### src/rtl/serial_bit_deser_if.sv
// rtl/serial_bit_deser_if.sv - serial bit input and parallel word output handshake bundle
interface serial_bit_deser_if #(
    parameter int WIDTH = 8
) ();
    logic             s_valid;
    logic             s_bit;
    logic             s_sof;
    logic             s_ready;
    logic             m_valid;
    logic [WIDTH-1:0] m_data;
    logic             m_ready;

    modport slave (
        input  s_valid, s_bit, s_sof, m_ready,
        output s_ready, m_valid, m_data
    );

    modport master (
        output s_valid, s_bit, s_sof, m_ready,
        input  s_ready, m_valid, m_data
    );
endinterface

### src/rtl/serial_bit_deser.sv
// rtl/serial_bit_deser.sv - serial-in parallel-out deserializer with one word of output buffering
module serial_bit_deser #(
    parameter int WIDTH     = 8,
    parameter bit LSB_FIRST = 1'b1
) (
    input  logic                clk,
    input  logic                rst_n,
    serial_bit_deser_if.slave   bus,
    output logic                err_frame,
    output logic [7:0]          frame_err_cnt
);
    localparam int CW = $clog2(WIDTH + 1);

    typedef enum logic [1:0] {ST_EMPTY, ST_SHIFT, ST_FULL} state_t;

    state_t           state_q, state_d;
    logic [CW-1:0]    count_q, count_d;
    logic [WIDTH-1:0] shift_q, shift_d;
    logic [WIDTH-1:0] data_q, data_d;
    logic             valid_q, valid_d;
    logic             err_q, err_d;
    logic [7:0]       cnt_q, cnt_d;

    logic             bit_acc;
    logic             word_acc;
    logic             restart;
    logic             last_bit;
    logic             out_free;
    logic [CW-1:0]    pos;
    logic [CW-1:0]    idx;
    logic [WIDTH-1:0] base;
    logic [WIDTH-1:0] word;

    // Ready depends only on state so the serial side never sees m_ready combinationally.
    assign bus.s_ready    = (state_q != ST_FULL);
    assign bus.m_valid    = valid_q;
    assign bus.m_data     = data_q;
    assign err_frame      = err_q;
    assign frame_err_cnt  = cnt_q;

    // Next-state: place incoming bit, complete words, and hand them to the output register.
    always_comb begin
        state_d  = state_q;
        count_d  = count_q;
        shift_d  = shift_q;
        data_d   = data_q;
        valid_d  = valid_q;
        err_d    = 1'b0;
        cnt_d    = cnt_q;

        bit_acc  = bus.s_valid && (state_q != ST_FULL);
        word_acc = valid_q && bus.m_ready;
        restart  = bit_acc && bus.s_sof && (count_q != '0);
        // A restart makes the current bit position 0 of a fresh word.
        pos      = restart ? '0 : count_q;
        idx      = LSB_FIRST ? pos : (CW'(WIDTH - 1) - pos);
        base     = (pos == '0) ? '0 : shift_q;
        word     = base | ({{(WIDTH-1){1'b0}}, bus.s_bit} << idx);
        last_bit = bit_acc && !restart && (count_q == CW'(WIDTH - 1));
        out_free = !valid_q || word_acc;

        if (word_acc) begin
            valid_d = 1'b0;
        end

        case (state_q)
            ST_FULL: begin
                // Held word moves into the slot being vacated, keeping m_valid high.
                if (word_acc) begin
                    data_d  = shift_q;
                    valid_d = 1'b1;
                    shift_d = '0;
                    count_d = '0;
                    state_d = ST_EMPTY;
                end
            end
            default: begin
                if (bit_acc) begin
                    if (restart) begin
                        err_d = 1'b1;
                        if (cnt_q != 8'hFF) begin
                            cnt_d = cnt_q + 8'd1;
                        end
                    end
                    if (last_bit) begin
                        if (out_free) begin
                            data_d  = word;
                            valid_d = 1'b1;
                            shift_d = '0;
                            count_d = '0;
                            state_d = ST_EMPTY;
                        end else begin
                            shift_d = word;
                            count_d = CW'(WIDTH);
                            state_d = ST_FULL;
                        end
                    end else begin
                        shift_d = word;
                        count_d = pos + 1'b1;
                        state_d = ST_SHIFT;
                    end
                end
            end
        endcase
    end

    // State register; reset discards any partial or held word without flagging an error.
    always_ff @(posedge clk or negedge rst_n) begin
        if (!rst_n) begin
            state_q <= ST_EMPTY;
            count_q <= '0;
            shift_q <= '0;
            data_q  <= '0;
            valid_q <= 1'b0;
            err_q   <= 1'b0;
            cnt_q   <= 8'd0;
        end else begin
            state_q <= state_d;
            count_q <= count_d;
            shift_q <= shift_d;
            data_q  <= data_d;
            valid_q <= valid_d;
            err_q   <= err_d;
            cnt_q   <= cnt_d;
        end
    end
endmodule
### src/flat_wrapper.sv
// flat-port wrapper written by rule: the top's interface ports become plain ports
module serial_bit_deser_flat 
#(
    parameter int WIDTH     = 8,
    parameter bit LSB_FIRST = 1'b1
)
  (clk, rst_n, err_frame, frame_err_cnt, bus_s_valid, bus_s_bit, bus_s_sof, bus_m_ready, bus_s_ready, bus_m_valid, bus_m_data);
  serial_bit_deser_if #(.WIDTH(WIDTH)) bus_i ();
  input  logic clk;
  input  logic rst_n;
  output logic err_frame;
  output logic [7:0] frame_err_cnt;
  input wire logic [$bits(bus_i.s_valid)-1:0] bus_s_valid;
  input wire logic [$bits(bus_i.s_bit)-1:0] bus_s_bit;
  input wire logic [$bits(bus_i.s_sof)-1:0] bus_s_sof;
  input wire logic [$bits(bus_i.m_ready)-1:0] bus_m_ready;
  output wire logic [$bits(bus_i.s_ready)-1:0] bus_s_ready;
  output wire logic [$bits(bus_i.m_valid)-1:0] bus_m_valid;
  output wire logic [$bits(bus_i.m_data)-1:0] bus_m_data;
  assign bus_i.s_valid = bus_s_valid;
  assign bus_i.s_bit = bus_s_bit;
  assign bus_i.s_sof = bus_s_sof;
  assign bus_i.m_ready = bus_m_ready;
  assign bus_s_ready = bus_i.s_ready;
  assign bus_m_valid = bus_i.m_valid;
  assign bus_m_data = bus_i.m_data;
  serial_bit_deser #(.WIDTH(WIDTH), .LSB_FIRST(LSB_FIRST)) u_core (.clk(clk), .rst_n(rst_n), .bus(bus_i), .err_frame(err_frame), .frame_err_cnt(frame_err_cnt));
endmodule
### config.mk
export PLATFORM = sky130hd
export DESIGN_NAME = serial_bit_deser_flat
export DESIGN_NICKNAME = d
export VERILOG_FILES = /design/src/rtl/serial_bit_deser_if.sv /design/src/rtl/serial_bit_deser.sv /design/src/flat_wrapper.sv
export SDC_FILE = /design/constraint.sdc
export NUM_CORES = 1
export LEC_CHECK = 0
export CORE_MARGIN = 5
export CORE_UTILIZATION = 48
export DETAILED_ROUTE_END_ITERATION = 10
export HOLD_SLACK_MARGIN = 0.06
export PLACE_DENSITY_LB_ADDON = 0.2
export SETUP_SLACK_MARGIN = 0.1
export SLEW_MARGIN = 20
export SYNTH_ARGS = -nofsm -noshare
export SYNTH_HDL_FRONTEND = slang
export SYNTH_SLANG_ARGS = --single-unit
### constraint.sdc
create_clock -name clk -period 2.16 [get_ports clk]
set_clock_uncertainty 0.2 [all_clocks]
set_input_delay 0.216 -clock clk [delete_from_list [all_inputs] [get_ports clk]]
set_output_delay 0.216 -clock clk [all_outputs]
set_load 0.005 [all_outputs]
==> run_results.csv <==
group,metric,value,unit
setup_path,critPathMaxFanout,13,
place,io_buffer_count,24,
yosys,syn_inst,185,
route,wl_per_cell,15.86,um
floorplan,rows,22,
place,globalplace.congestion,0.9210,
final_layout,diodes,0,
cts,root_buffer,"clkbuf_4",
job,maxCapViolCount,0,
setup_path,rr_worst_depth,5,
floorplan,start_util,0.4874,
yosys,avgSynthCellArea,9.428,sq um
yosys,synth_area_leaders,"dfrtp_1 (46%), o21ai_0 (4.0%), mux2_2 (3.9%)",
timing,min_period,2.013,ns
run_status,status,"finished, final reports clean",
global_routing,grt_pass1_vias,1593,
final_layout,final_cells,285,
cts,cts_sinks,32,
timing,slew_headroom,0.6795,
yosys,syn-num-nets,193,
cts,clock_latency,0.34,ns
timing,min_period_over_period,0.9319,
global_routing,grt_max_degree,33,
power,power.leakage,0.9889,nW
power,p_per_area,912.9,nW/um^2
cts,clk_pin_slew,0.10,ns
cts,cts_tree,"done",
setup_path,max_stage_delay,0.45,ns
yosys,synth.most_common_cell,"dfrtp_1",
global_routing,grt_overflow,0,
cts,hold_buffers,0,
yosys,ys_ff_latch,32,
yosys,seq_area_frac_synth,0.4591,
yosys,ys.flop_type,"dfrtp_1",
route,drt.antenna.violating_nets,0,
cts,clockBufferDepth,2,
route,drc_errors,0,
yosys,synth_top_area_cell,"dfrtp_1",
cts,h-tree-depth,2,
floorplan,coreArea,3578,sq um
global_routing,gr-usage-all-layers,0.1936,
setup_path,reg2reg_to,"u_core.frame_err_cnt[1]",
place,pre_cts_slack,-0.1500,ns
timing,max_slew.worst_pin.slew,0.4764,ns
yosys,synth_edf_count,0,
setup_path,slowest_stage,"dfrtp_2",
floorplan,dieWidth,70.28,um
setup_path,start_kind,"flip-flop",
timing,layout_setup_ws,0.1471,ns
yosys,synthTopCellsByCount,"dfrtp_1 (32), inv_1 (16), nand2_1 (14), o21ai_0 (14), nor4_1 (9)",
setup_path,worstSetupPathType,"flip-flop to primary output",
cts,cts_buffers,5,
yosys,yosys_warnings,0,
timing,slew_viol_final,0,
setup_path,r2r_start,"u_core.state_q[1]",
timing,hold_viol,0,
route,first_pass_iters,4,
route,drt_iter0_markers,192,
floorplan,dieArea,4939,sq um
timing,fin_setup_tns,0,ns
final_layout,post-route-util,0.6469,
route,via_per_inst,5.870,
place,dp.cells,276,
floorplan,io_pins,25,
yosys,synth.distinct_cells,41,
timing,setup_viol,0,
min_path,min-delay-path-class,"input port to asynchronous set/reset pin",
final_layout,nets,245,
timing,rsz0062_at_grt,"no",
place,dp_hpwl,3364,um
route,finalWirelength,4521,um
power,irDropWorstVdd,0.5805,mV
final_layout,fillers,289,
setup_path,crit_chain,"nor2b_4 -> inv_2 -> buf_8 -> clkdlybuf4s50_1",
final_layout,synthToLayoutAreaGrowth,32.71,%
floorplan,die_y,70.28,um
setup_path,crit_arrival,1.60,ns
yosys,netlist_area,1744,sq um
setup_path,r2r_slack,0.16,ns
timing,max_freq,496.8,MHz
setup_path,required,1.74,ns
yosys,synth_top_area_frac,0.4591,
final_layout,drive_gt1_frac,0.2152,
yosys,async_reset_ff_frac,1.000,
global_routing,grt_pass1_wl,7645,um
route,vias,1673,
setup_path,end_kind,"primary output",
global_routing,antenna_found_initial,0,
registers in the layout (all words and copies together) (netlist names):
name and flops:
u_core.state_q 2, u_core.frame_err_cnt 8, u_core.count_q 4, u_core.shift_q 8
u_core.err_frame 1, u_core.bus.m_data 8, u_core.bus.m_valid 1
per-layer routing:
layer  track usage  vias up  share of wire
met5             0        -              0
met1        0.2663      798           0.44
met2        0.2911       65           0.47
met4       0.07234        0          0.019
li1              -      797              -
met3       0.05036       13          0.072
where the power goes:
part	switching, mW	total [mW]	internal (mW)
clock network	0.197	0.317	0.120
registers	0.178	0.942	0.764
logic	0.377	0.854	0.477
cell usage in the layout, fill, tap and decap left out, types with 4 or more instances in the layout:
| master | instances |
|---|---|
| a21oi_1 | 5 |
| a31oi_1 | 4 |
| buf_4 | 27 |
| clkbuf_4 | 5 |
| clkdlybuf4s50_1 | 23 |
| dfrtp_1 | 31 |
| inv_1 | 15 |
| mux2_2 | 6 |
| nand2_1 | 14 |
| nand3_1 | 8 |
| nand4_1 | 4 |
| nor2_1 | 7 |
| nor2b_1 | 5 |
| nor4_1 | 7 |
| o211ai_1 | 5 |
| o21ai_0 | 14 |
| xor2_1 | 5 |
cell type report:
class                           count  area [sq um]  share of cell area
Clock buffer                        6         41.29             0.01784
Timing Repair Buffer               52         460.4              0.1989
Tap cell                           48         60.06             0.02595
Inverter                           16         60.06             0.02595
Clock inverter                      1         5.005            0.002162
Multi-Input combinational cell    130         885.9              0.3827
Sequential cell                    32         802.0              0.3465
worst max-delay path by stage:
stage	endpoint	depth (start not counted)	start	slack, ns
CTS	bus_s_ready	4	u_core.state_q[0]	0.1
detailed placement	u_core.bus.m_data[7]	8	bus_s_valid	-0.15
global placement	u_core.bus.m_data[4]	9	bus_s_valid	-0.12
finish	bus_s_ready	4	u_core.state_q[0]	0.15
floorplan	u_core.bus.m_data[2]	11	u_core.state_q[1]	0.14
global route	u_core.shift_q[7]	9	u_core.state_q[0]	0.08
stage by stage:
step	total power, mW	hold slack, ns	cell area [sq um]
after detailed placement	1.792	0.2961	2207
final	2.113	0.06306	2315
after floorplan	1.323	-0.2796	1757
after global placement	1.753	0.2893	2207
after global routing	2.272	0.09456	2315
after CTS	2.117	0.07055	2267
critical path: cells and delay by family (launching register included):
family / cells / cell delay [ns]
buf+inv: 3 / 0.64
flops: 1 / 0.45
simple gates: 1 / 0.17
what timing repair did:
action	4_1_cts	5_1_grt
cloned	0	0
gates resized for setup	4	7
buffers inserted	0	2
endpoints found under the setup margin	7	11
logic make-up after synthesis:
| family | Yosys count | synth area share |
|---|---|---|
| simple gates | 64 | 0.1937 |
| xor+xnor | 5 | 0.02511 |
| flops | 32 | 0.4591 |
| mux | 7 | 0.04447 |
| compound gates | 52 | 0.2088 |
| fa+ha+maj | 2 | 0.01434 |
| buf+inv | 23 | 0.05452 |
No activity file was read; power rests on OpenSTA's default activity.
